**src/rtl/alu_pipe.sv**
```systemverilog
// ---------------------------------------------------------------------------
// alu_pipe
//
// Two-stage pipelined ALU with valid/ready handshakes on both sides.
// Stage 1 captures the operands and the opcode. Stage 2 captures the result
// and the status flags, which are computed combinationally from stage 1.
// The pipeline holds at most two beats and sustains one beat per cycle.
//
// Parameters
//   NB_DATA    operand/result width in bits (>= 4)
//   NB_OPCODE  opcode width; only the low 6 bits encode operations, and any
//              set upper bit makes the opcode illegal
//
// Ports
//   clk        clock, all state updates on the rising edge
//   reset      synchronous, active-high reset
//   in_valid   operand beat present
//   in_ready   block accepts a beat this cycle
//   dato_a     operand A
//   dato_b     operand B, or the shift amount for SRL/SRA
//   opcode     operation select
//   out_valid  result beat present
//   out_ready  downstream accepts the result
//   out        result
//   flag_z     result == 0 (legal opcodes only)
//   flag_n     result MSB
//   flag_c     ADD carry-out / SUB borrow
//   flag_v     signed overflow of ADD/SUB
//   flag_err   illegal opcode
// ---------------------------------------------------------------------------
module alu_pipe #(
    parameter int NB_DATA   = 8,
    parameter int NB_OPCODE = 6
) (
    input  logic                 clk,
    input  logic                 reset,
    input  logic                 in_valid,
    output logic                 in_ready,
    input  logic [NB_DATA-1:0]   dato_a,
    input  logic [NB_DATA-1:0]   dato_b,
    input  logic [NB_OPCODE-1:0] opcode,
    output logic                 out_valid,
    input  logic                 out_ready,
    output logic [NB_DATA-1:0]   out,
    output logic                 flag_z,
    output logic                 flag_n,
    output logic                 flag_c,
    output logic                 flag_v,
    output logic                 flag_err
);

    localparam int MSB = NB_DATA - 1;

    typedef enum logic [5:0] {
        OP_SRL = 6'b000010,
        OP_SRA = 6'b000011,
        OP_ADD = 6'b100000,
        OP_SUB = 6'b100010,
        OP_AND = 6'b100100,
        OP_OR  = 6'b100101,
        OP_XOR = 6'b100110,
        OP_NOR = 6'b100111
    } op_e;

    // Stage 1 state
    logic                 s1_valid;
    logic [NB_DATA-1:0]   s1_a;
    logic [NB_DATA-1:0]   s1_b;
    logic [NB_OPCODE-1:0] s1_op;

    // Handshake control
    logic s1_adv;
    logic s2_adv;

    assign s2_adv   = s1_valid && (!out_valid || out_ready);
    // in_ready looks only at pipeline state and out_ready, never at in_valid,
    // so upstream may wait for it without a combinational loop.
    assign in_ready = !s1_valid || s2_adv;
    assign s1_adv   = in_valid && in_ready;

    // Stage 2 combinational datapath
    logic [NB_DATA:0]   sum;
    logic [NB_DATA:0]   diff;
    logic [5:0]         op_lo;
    logic               upper_zero;
    logic               legal;
    logic [NB_DATA-1:0] res;
    logic               res_c;
    logic               res_v;

    assign sum        = {1'b0, s1_a} + {1'b0, s1_b};
    // The extra top bit of the difference is the unsigned borrow (a < b).
    assign diff       = {1'b0, s1_a} - {1'b0, s1_b};
    assign op_lo      = s1_op[5:0];
    assign upper_zero = (s1_op >> 6) == '0;

    // NOTE: every output of a combinational block gets a default first; a path
    // that leaves one unassigned would infer a latch.
    always_comb begin
        res   = '0;
        res_c = 1'b0;
        res_v = 1'b0;
        legal = upper_zero;
        case (op_lo)
            OP_ADD: begin
                res   = sum[MSB:0];
                res_c = sum[NB_DATA];
                // Overflow: operands share a sign that the result does not.
                res_v = (s1_a[MSB] == s1_b[MSB]) && (sum[MSB] != s1_a[MSB]);
            end
            OP_SUB: begin
                res   = diff[MSB:0];
                res_c = diff[NB_DATA];
                // Overflow: operand signs differ and the result flips A's sign.
                res_v = (s1_a[MSB] != s1_b[MSB]) && (diff[MSB] != s1_a[MSB]);
            end
            OP_AND: res = s1_a & s1_b;
            OP_OR:  res = s1_a | s1_b;
            OP_XOR: res = s1_a ^ s1_b;
            OP_NOR: res = ~(s1_a | s1_b);
            // Shifts by the full width of dato_b: amounts >= NB_DATA naturally
            // yield all zeros (SRL) or all copies of the sign bit (SRA).
            OP_SRL: res = s1_a >> s1_b;
            OP_SRA: res = $unsigned($signed(s1_a) >>> s1_b);
            default: legal = 1'b0;
        endcase
        if (!legal) begin
            res   = '0;
            res_c = 1'b0;
            res_v = 1'b0;
        end
    end

    // Stage 1 payload. NOTE: data registers are not reset; s1_valid qualifies
    // them, so their power-up contents are never observed.
    always_ff @(posedge clk) begin
        if (s1_adv) begin
            s1_a  <= dato_a;
            s1_b  <= dato_b;
            s1_op <= opcode;
        end
    end

    // Valid bits and stage 2 result. NOTE: sequential state uses non-blocking
    // assignments so every register samples pre-edge values.
    always_ff @(posedge clk) begin
        if (reset) begin
            s1_valid  <= 1'b0;
            out_valid <= 1'b0;
            out       <= '0;
            flag_z    <= 1'b0;
            flag_n    <= 1'b0;
            flag_c    <= 1'b0;
            flag_v    <= 1'b0;
            flag_err  <= 1'b0;
        end else begin
            if (s1_adv) begin
                s1_valid <= 1'b1;
            end else if (s2_adv) begin
                s1_valid <= 1'b0;
            end

            if (s2_adv) begin
                out_valid <= 1'b1;
                out       <= res;
                flag_z    <= legal && (res == '0);
                flag_n    <= res[MSB];
                flag_c    <= res_c;
                flag_v    <= res_v;
                flag_err  <= !legal;
            end else if (out_ready) begin
                // Result taken with nothing behind it; out and flags keep
                // their last value.
                out_valid <= 1'b0;
            end
        end
    end

endmodule

```
**config.mk**
```make
export PLATFORM = sky130hd
export DESIGN_NAME = alu_pipe
export DESIGN_NICKNAME = d
export VERILOG_FILES = /design/src/rtl/alu_pipe.sv
export SDC_FILE = /design/constraint.sdc
export NUM_CORES = 1
export LEC_CHECK = 0
export CORE_MARGIN = 3
export CORE_UTILIZATION = 56
export CTS_CLUSTER_DIAMETER = 120
export CTS_CLUSTER_SIZE = 8
export DETAILED_ROUTE_END_ITERATION = 8
export PLACE_DENSITY = 0.81
export SYNTH_ARGS = -nofsm -noshare
export SYNTH_HDL_FRONTEND = slang
export SYNTH_SLANG_ARGS = --single-unit
```
**constraint.sdc**
```tcl
create_clock -name clk -period 3.85 [get_ports clk]
set_input_delay 0.385 -clock clk [delete_from_list [all_inputs] [get_ports clk]]
set_output_delay 0.385 -clock clk [all_outputs]
set_load 0.01 [all_outputs]
```
Yosys cells after proc, flatten, opt, wreduce, memory -nomap -nowiden
Index checks and enable logic that the tools add are counted.
{ "word_totals": {"register_bits": 37, "output_inout_bits": 15, "inputBits": 26, "elab_cells": 56} }
{ "op_classes": {"n_eq_ne": 12, "n_reduce_logical": 14, "n_mux": 11, "add_sub_neg": 2, "shifts": 2, "n_bitwise": 4} }
{ "ops": {"columns": ["operator", "n"], "rows": [
  ["$pmux 8 s8", 1],
  ["$eq 6x6->1 const B", 6],
  ["$eq 6x2->1 const B", 2],
  ["$add 8x8->9", 1],
  ["$sub 8x8->9", 1],
  ["$and 8x8->8", 1],
  ["$logic_not 8->1", 1],
  ["$mux 8", 1],
  ["$not 8->8", 1],
  ["$or 8x8->8", 1],
  ["$reduce_or 8->1", 1],
  ["$shr 8x8->8", 1],
  ["$sshr 8x8->8", 1],
  ["$xor 8x8->8", 1],
  ["$mux 1", 7],
  ["$logic_and 1x1->1", 5],
  ["$pmux 1 s2", 2],
  ["$reduce_bool 2->1", 2],
  ["$logic_not 1->1", 3],
  ["$ne 1x1->1", 3],
  ["$logic_or 1x1->1", 2],
  ["$eq 1x1->1", 1]
]} }

Longest topological paths before layout
Gate-level depths: netlist (run 1).
{ "logic_depth": {"depth_word": 6, "mapped_depth": 11, "ltp_nobuf": 10} }

Worst setup path before layout (run 1)
No wires, ideal clock.
{ "synth_timing": {"path_kind": "reg2reg", "from": "register s1_b[2]", "to": "register flag_z", "arrival_ps": 2713, "setup_slack_ps": 1052, "path_stages_with_launch": 11, "period_less_slack_ps": 2798, "path_cell_list": "edfxtp_1 clkbuf_8 inv_1 ha_1 clkbuf_1 and3_1 a221o_1 o41a_1 a221o_2 a21o_2 o31ai_2"} }
{ "synth_via": {"elab_chain_cells": 6, "word_cells_on_any_way": 12} }
{ "synth_lines": {"columns": ["element", "line", "text"], "rows": [
  ["from (decl)", "68", "logic [NB_DATA-1:0] s1_b;"],
  ["from (signal assigned)", "139", "s1_b <= dato_b;"],
  ["branches (longest 2 deep; another with $sub 8x8->9)", null, null],
  ["$pmux 8 s8 (*)", "104", "case (op_lo)"],
  ["$mux 8 (*)", "127", "if (!legal) begin"],
  ["$logic_not 8->1 (*)", "166", "flag_z <= legal && (res == '0);"],
  ["$logic_and 1x1->1 (*)", "166", null],
  ["to (signal assigned)", "166", null],
  ["to (decl)", "45", "output logic flag_z,"]
]} }
Every way passes the cells marked *.
A chain may end at the register's enable or synchronous reset.

Final worst setup path (run 1)
{ "layout_timing": {"from": "register s1_b[2]", "to": "register flag_v"} }
{ "layout_via": {"elab_chain_cells": 5, "word_cells_on_any_way": 8} }
{ "layout_lines": {"columns": ["element", "line", "text"], "rows": [
  ["$sub 8x8->9 or $add 8x8->9 (tied branches)", "93, 91", null],
  ["$ne 1x1->1 (on tied branches)", "115, 109", null],
  ["$logic_and 1x1->1 (on tied branches)", "115, 109", null],
  ["$pmux 1 s2 (*)", "104", null],
  ["$mux 1 (*)", "127", null],
  ["to (signal assigned)", "169", "flag_v <= res_v;"],
  ["to (decl)", "48", "output logic flag_v,"]
]} }
Every way passes the cells marked *; elsewhere a longest branch is shown, timed or not.

==> results.ini, run 1 <==
[layout]
antennaDiodeCount = 0
area_growth_pct = 15.4
stdcell_count = 438
drive_above_1_share_pct = 9.51
num-nets-final = 419

[setup_path]
worstSetupEndpointType = register
crit_path_start_kind = register
ff2ff_path_depth = 9
critPathKind = register to register
critPathArrivalTime_ns = 3.33
critical_path_required_ns = 4.07
crit_path_max_fanout = 11

[floorplan]
fp.dieH_um = 80.5
die_x_um = 80.5
top_level_ports = 41
core_area_um2 = 5240
start_util_pct = 59.3
die_area_um2 = 6470
num_rows = 26

[sta]
rsz0062_at_grt = false
setup_violations = 0
fin_tns_setup_ns = 0
max_slew.worst_pin.slew_ns = 1.07
clock-skew-final_ns = 0.00727
min_period_ns = 3.11
fin_crit_sh_pct = 80.8
setup_slack_ns = 0.738
max_clock_freq_mhz = 321
slew_headroom_pct = 27.7
hold_violations = 0
slew_violations = 0

[drt]
dr.pass1.iters = 4
wl_per_cell_um = 18.5
drt_iter0_markers = 316
drc = 0
wl_met3_um = 749
dr_wl_met2_um = 3770
vias = 2802
viasPerCell = 6.40
final_antenna_net_count = 0
highest_layer = met4
met1_length_um = 3390
drt_wl_total_um = 8100

[global_routing]
grt_pass1_vias = 2564
antenna_found_initial = 0
track_usage_pct = 26.4
grt_max_degree = 23
grt_overflow = 0
grt_pass1_wl_um = 13000

[min_path]
hold-path-cell-count = 2
min_path_type = register to register

[cts]
numCtsBuffers = 5
clock_sinks = 36
cts_setup_buffers = 0
htreeDepth = 2
clk_path_buf_depth = 2
cts_tree = built
cts_resized = 0
clk-insertion-delay-late_ns = 0.30
cts_root_buf = clkbuf_8
clkSlewWorstSetupHoldPaths_ns = 0.07
hold_buffers = 0

[synthesis]
synth-edff-count = 22
synth_nets = 386
synth.area.top_cells = edfxtp_1 21%, ha_1 9.7%, dfxtp_1 9.0%
synth_flop_cell = edfxtp_1
yosysTopAreaCell = edfxtp_1
ys_types = 72
netlist_area_um2 = 3100
synth_top_area_share_pct = 21.3
syn_avg_cell_area_um2 = 9.29
async_flop_share_pct = 0
yosysSeqAreaShare_pct = 30.3
synth-seq-cells = 36
yosysWarnings = 0
netlist_instances = 334

[placed_design]
dp_slack_ns = 0.853
place.gp.congestion = 0.946
numPortBuffers = 40
place_hpwl_um = 6050
placed_cells = 430

[power_and_ir_drop]
peakVddDrop_mv = 0.188
finalPower_uw = 1040
powerDensity_nw_per_um2 = 290
leakage_uw = 0.00142

[outcome]
status = complete, no violations

[job]
maxCapViolations = 0

[kinds of logic after synthesis]
logic type	synth area share, %
AO/OA/AOI/OAI	20.1
XOR/XNOR	3.67
adder cells (fa/ha/maj)	11.0
buffers and inverters	8.02
flip-flops	30.3
multiplexers	8.34
AND/OR/NAND/NOR	18.6
[cells in the final DEF (no fill, tap or decap), types with 3 or more instances in the layout]
master	instances
mux2_2	4
xnor2_1	10
mux4_2	3
nand3b_1	4
nor4_1	6
dfxtp_1	14
a31oi_1	3
edfxtp_1	22
and3_1	6
mux2i_1	12
buf_4	7
clkdlybuf4s50_1	40
nand3_1	11
nor2_1	30
clkbuf_8	5
a21oi_1	14
nand2b_1	5
a221o_1	3
nand2_1	21
nor2b_1	4
o21ai_0	9
a211oi_1	8
inv_1	21
o211ai_1	8
xor2_1	3
nor3_1	10
ha_1	24
[worst paths after layout]
check               start  endpoint  slack [ns]
hold / removal     flag_c    flag_c        0.46
hold reg to reg    flag_c    flag_c        0.46
setup / recovery  s1_b[2]    flag_v        0.74
setup reg to reg  s1_b[2]    flag_v        0.74
[synth_stat cells (all sizes together) (5+ instances only)]
master / number
buf: 8
nor3: 10
mux2i: 12
ha: 24
a21oi: 14
nand3: 11
edfxtp: 22
nor2: 30
a211oi: 8
clkbuf: 13
o211ai: 8
nor4: 7
nand2: 21
inv: 21
nand2b: 5
xnor2: 10
and3: 6
o21ai: 9
dfxtp: 14
[registers in the layout (all words and copies together), names as in the netlist]
name and cells:
flag_c 1, s1_a 8, out_valid 1, s1_valid 1, op_lo 6, s1_b 8, out 8, flag_z 1
flag_v 1, flag_err 1
[layout make-up]
cell class,count,area (um^2)
clock buffers,7,97.6
clock inverters,1,5.00
fillers,419,1660
inverters,22,82.6
multi-input cells,255,1910
flip-flops and latches,36,941
well taps,70,87.6
repair buffers,47,453
[layer usage]
layer | vias up | global-route usage, %
li1 | 1311 | -
met1 | 1316 | 34.1
met2 | 156 | 42.0
met3 | 19 | 6.50
met4 | 0 | 10.8
met5 | - | 0
[through the flow]
step | hold slack (ns) | area, um^2 | utilization (%)
final | 0.459 | 3580 | 68.4
after global routing | 0.502 | 3580 | 68.4
after CTS | 0.462 | 3580 | 68.4
after detailed placement | 0.451 | 3480 | 66.4
after floorplan | 0.464 | 3100 | -
after global placement | 0.448 | 3480 | 66.4
[report_power, final]
part / internal [uW] / switching [uW] / total, uW
combinational: 127 / 137 / 264
clock: 166 / 142 / 309
sequential: 432 / 34.7 / 467
[critical path, stage by stage (launching register included)]
cell	delay [ns]
edfxtp_1	0.58
inv_1	0.22
ha_1	0.44
and3_1	0.21
a221o_1	0.35
o41a_1	0.39
nor4_1	0.31
a31oi_1	0.07
a221o_1	0.35
a21oi_1	0.12
Note: power is estimated with default switching activity, not from simulation.
==> inputs of run 2 (changes only) <==
==> constraint.sdc (replaced) <==
create_clock -name clk -period 3.2 [get_ports clk]
set_input_delay 0.32 -clock clk [delete_from_list [all_inputs] [get_ports clk]]
set_output_delay 0.32 -clock clk [all_outputs]
set_load 0.01 [all_outputs]
==> results.ini, run 2 (synthesis gave the netlist of run 1 again) <==
[setup_path]
critPathKind = register to register
critical_path_required_ns = 3.41  ; -0.66 ns
worstSetupEndpointType = register
crit_path_max_fanout = 9  ; -2
crit_path_start_kind = register
critPathArrivalTime_ns = 3.07  ; -0.26 ns

[floorplan]
fp.dieH_um = 80.5  ; unchanged
num_rows = 26  ; unchanged
die_x_um = 80.5  ; unchanged
die_area_um2 = 6470  ; unchanged
core_area_um2 = 5240  ; unchanged
top_level_ports = 41  ; unchanged
start_util_pct = 59.3  ; unchanged

[job]
maxCapViolations = 0  ; unchanged

[layout]
layout_commonest_cell = clkdlybuf4s50_1
drive_above_1_share_pct = 10.8  ; +1.2 points
final_cell_mix = 40 x clkdlybuf4s50_1, 30 x nor2_1, 24 x ha_1
antennaDiodeCount = 0  ; unchanged
reg.largest.list = out (8), s1_a (8), s1_b (8)
num-nets-final = 423  ; +0.95%
fin_area_um2 = 3620  ; +1.0%
area_growth_pct = 16.5

[cts]
cts_tree = built
cts_setup_buffers = 0  ; unchanged
cts_root_buf = clkbuf_8
numCtsBuffers = 5  ; unchanged
clock_sinks = 36  ; unchanged
clk_path_buf_depth = 2  ; unchanged
hold_buffers = 0  ; unchanged
cts_resized = 0  ; unchanged
clk-insertion-delay-late_ns = 0.29  ; about the same
clkSlewWorstSetupHoldPaths_ns = 0.08  ; about the same
htreeDepth = 2  ; unchanged

[global_routing]
track_usage_pct = 26.7  ; +0.38 points
grt_pass1_wl_um = 13200  ; +1.6%
antenna_found_initial = 0  ; unchanged
use_met2_pct = 42.1  ; +0.083 points
grt.busiest_layer = met2
grt_pass1_vias = 2680  ; +4.5%
grtUsageMet1_pct = 36.4  ; +2.4 points
grt_max_degree = 28  ; +22%
met3_usage_pct = 5.04  ; -1.5 points
grt_overflow = 0  ; unchanged

[sta]
rsz0062_at_grt = false
fin_crit_sh_pct = 89.2  ; +8.4 points
clock-skew-final_ns = 0.00779  ; +0.000523 ns
setup_violations = 0  ; unchanged
setup_slack_ns = 0.344  ; -0.394 ns
max_slew.worst_pin.slew_ns = 0.592  ; -0.477 ns
slew_headroom_pct = 59.5  ; +32 points
min_period_ns = 2.86  ; -0.256 ns
slew_violations = 0  ; unchanged
fin_tns_setup_ns = 0  ; unchanged
hold_violations = 0  ; unchanged
max_clock_freq_mhz = 350  ; +9.0%

[drt]
drt_wl_total_um = 8100  ; -0.11%
vias = 2816  ; +0.50%
viasPerCell = 6.37  ; -0.41%
wl_per_cell_um = 18.3  ; -1.0%
dr.pass1.iters = 6  ; +2
drc = 0  ; unchanged
final_antenna_net_count = 0  ; unchanged
drt_iter0_markers = 368  ; +16%

[min_path]
min_path_type = register to register

[placed_design]
dp_slack_ns = 0.421  ; -0.432 ns
postPlaceCellArea_um2 = 3520  ; +1.2%
numPortBuffers = 40  ; unchanged
place.gp.congestion = 0.900  ; -4.8%
place_hpwl_um = 6140  ; +1.5%

[power_and_ir_drop]
peakVddDrop_mv = 0.311  ; +66%
switching_share_pct = 31.2  ; +0.90 points
power.switching_uw = 386  ; +23%
powerDensity_nw_per_um2 = 343  ; +18%
seqPwrFrac_pct = 44.8  ; about the same
internal_power_uw = 854  ; +18%
comb_power_share_pct = 26.6  ; +1.2 points
clkPwrFrac_pct = 28.6  ; -1.1 points
leakage_uw = 0.00145  ; +1.6%

[outcome]
status = complete, no violations

run 2: final cells by class:
class | count | area (um^2)
Clock buffer | 6 | 82.6
Multi-Input combinational cell | 255 | 1910
Sequential cell | 36 | 941
Fill cell | 418 | 1620
Clock inverter | 2 | 13.8
Inverter | 22 | 82.6
Timing Repair Buffer | 51 | 495
Tap cell | 70 | 87.6
run 2: path summary, 6_finish.rpt:
| kind | startpoint | slack (ns) | endpoint | cells past startpoint |
|---|---|---|---|---|
| max | s1_b[3] | 0.34 | flag_z | 8 |
| min | flag_v | 0.46 | flag_v | 2 |
| max reg2reg | s1_b[3] | 0.34 | flag_z | 8 |
| min reg2reg | flag_v | 0.46 | flag_v | 2 |
run 2: per-stage QoR:
step	utilization, %	instances	total power [uW]	hold slack [ns]
floorplan	-	334	780	0.399
global placement	67.2	434	881	0.450
detailed placement	67.2	434	887	0.450
CTS	69.1	442	1240	0.460
global route	69.1	442	1300	0.502
finish	69.1	442	1240	0.460
run 2: power by group through the flow:
stage / clock network, uW / logic [uW] / registers [uW]
2_1_floorplan: 0 / 226 / 554
5_1_grt: 375 / 360 / 560
6_report: 355 / 330 / 556
4_1_cts: 360 / 324 / 554
3_5_place_dp: 0 / 322 / 565
3_3_place_gp: 0 / 317 / 563
run 2: routing by layer:
layer / vias up / part of all wire (%)
li1: 1324 / -
met3: 31 / 9.4
met4: 0 / 3.2
met2: 167 / 45
met5: - / 0
met1: 1294 / 42
run 2: critical path: stages, from the launching register on:
cell and delay, ns:
edfxtp_1 0.50, inv_1 0.15, ha_1 0.40, and3_1 0.22, a221o_1 0.33, o41a_1 0.37, a221o_2 0.37, a21o_2 0.22
o31ai_2 0.22
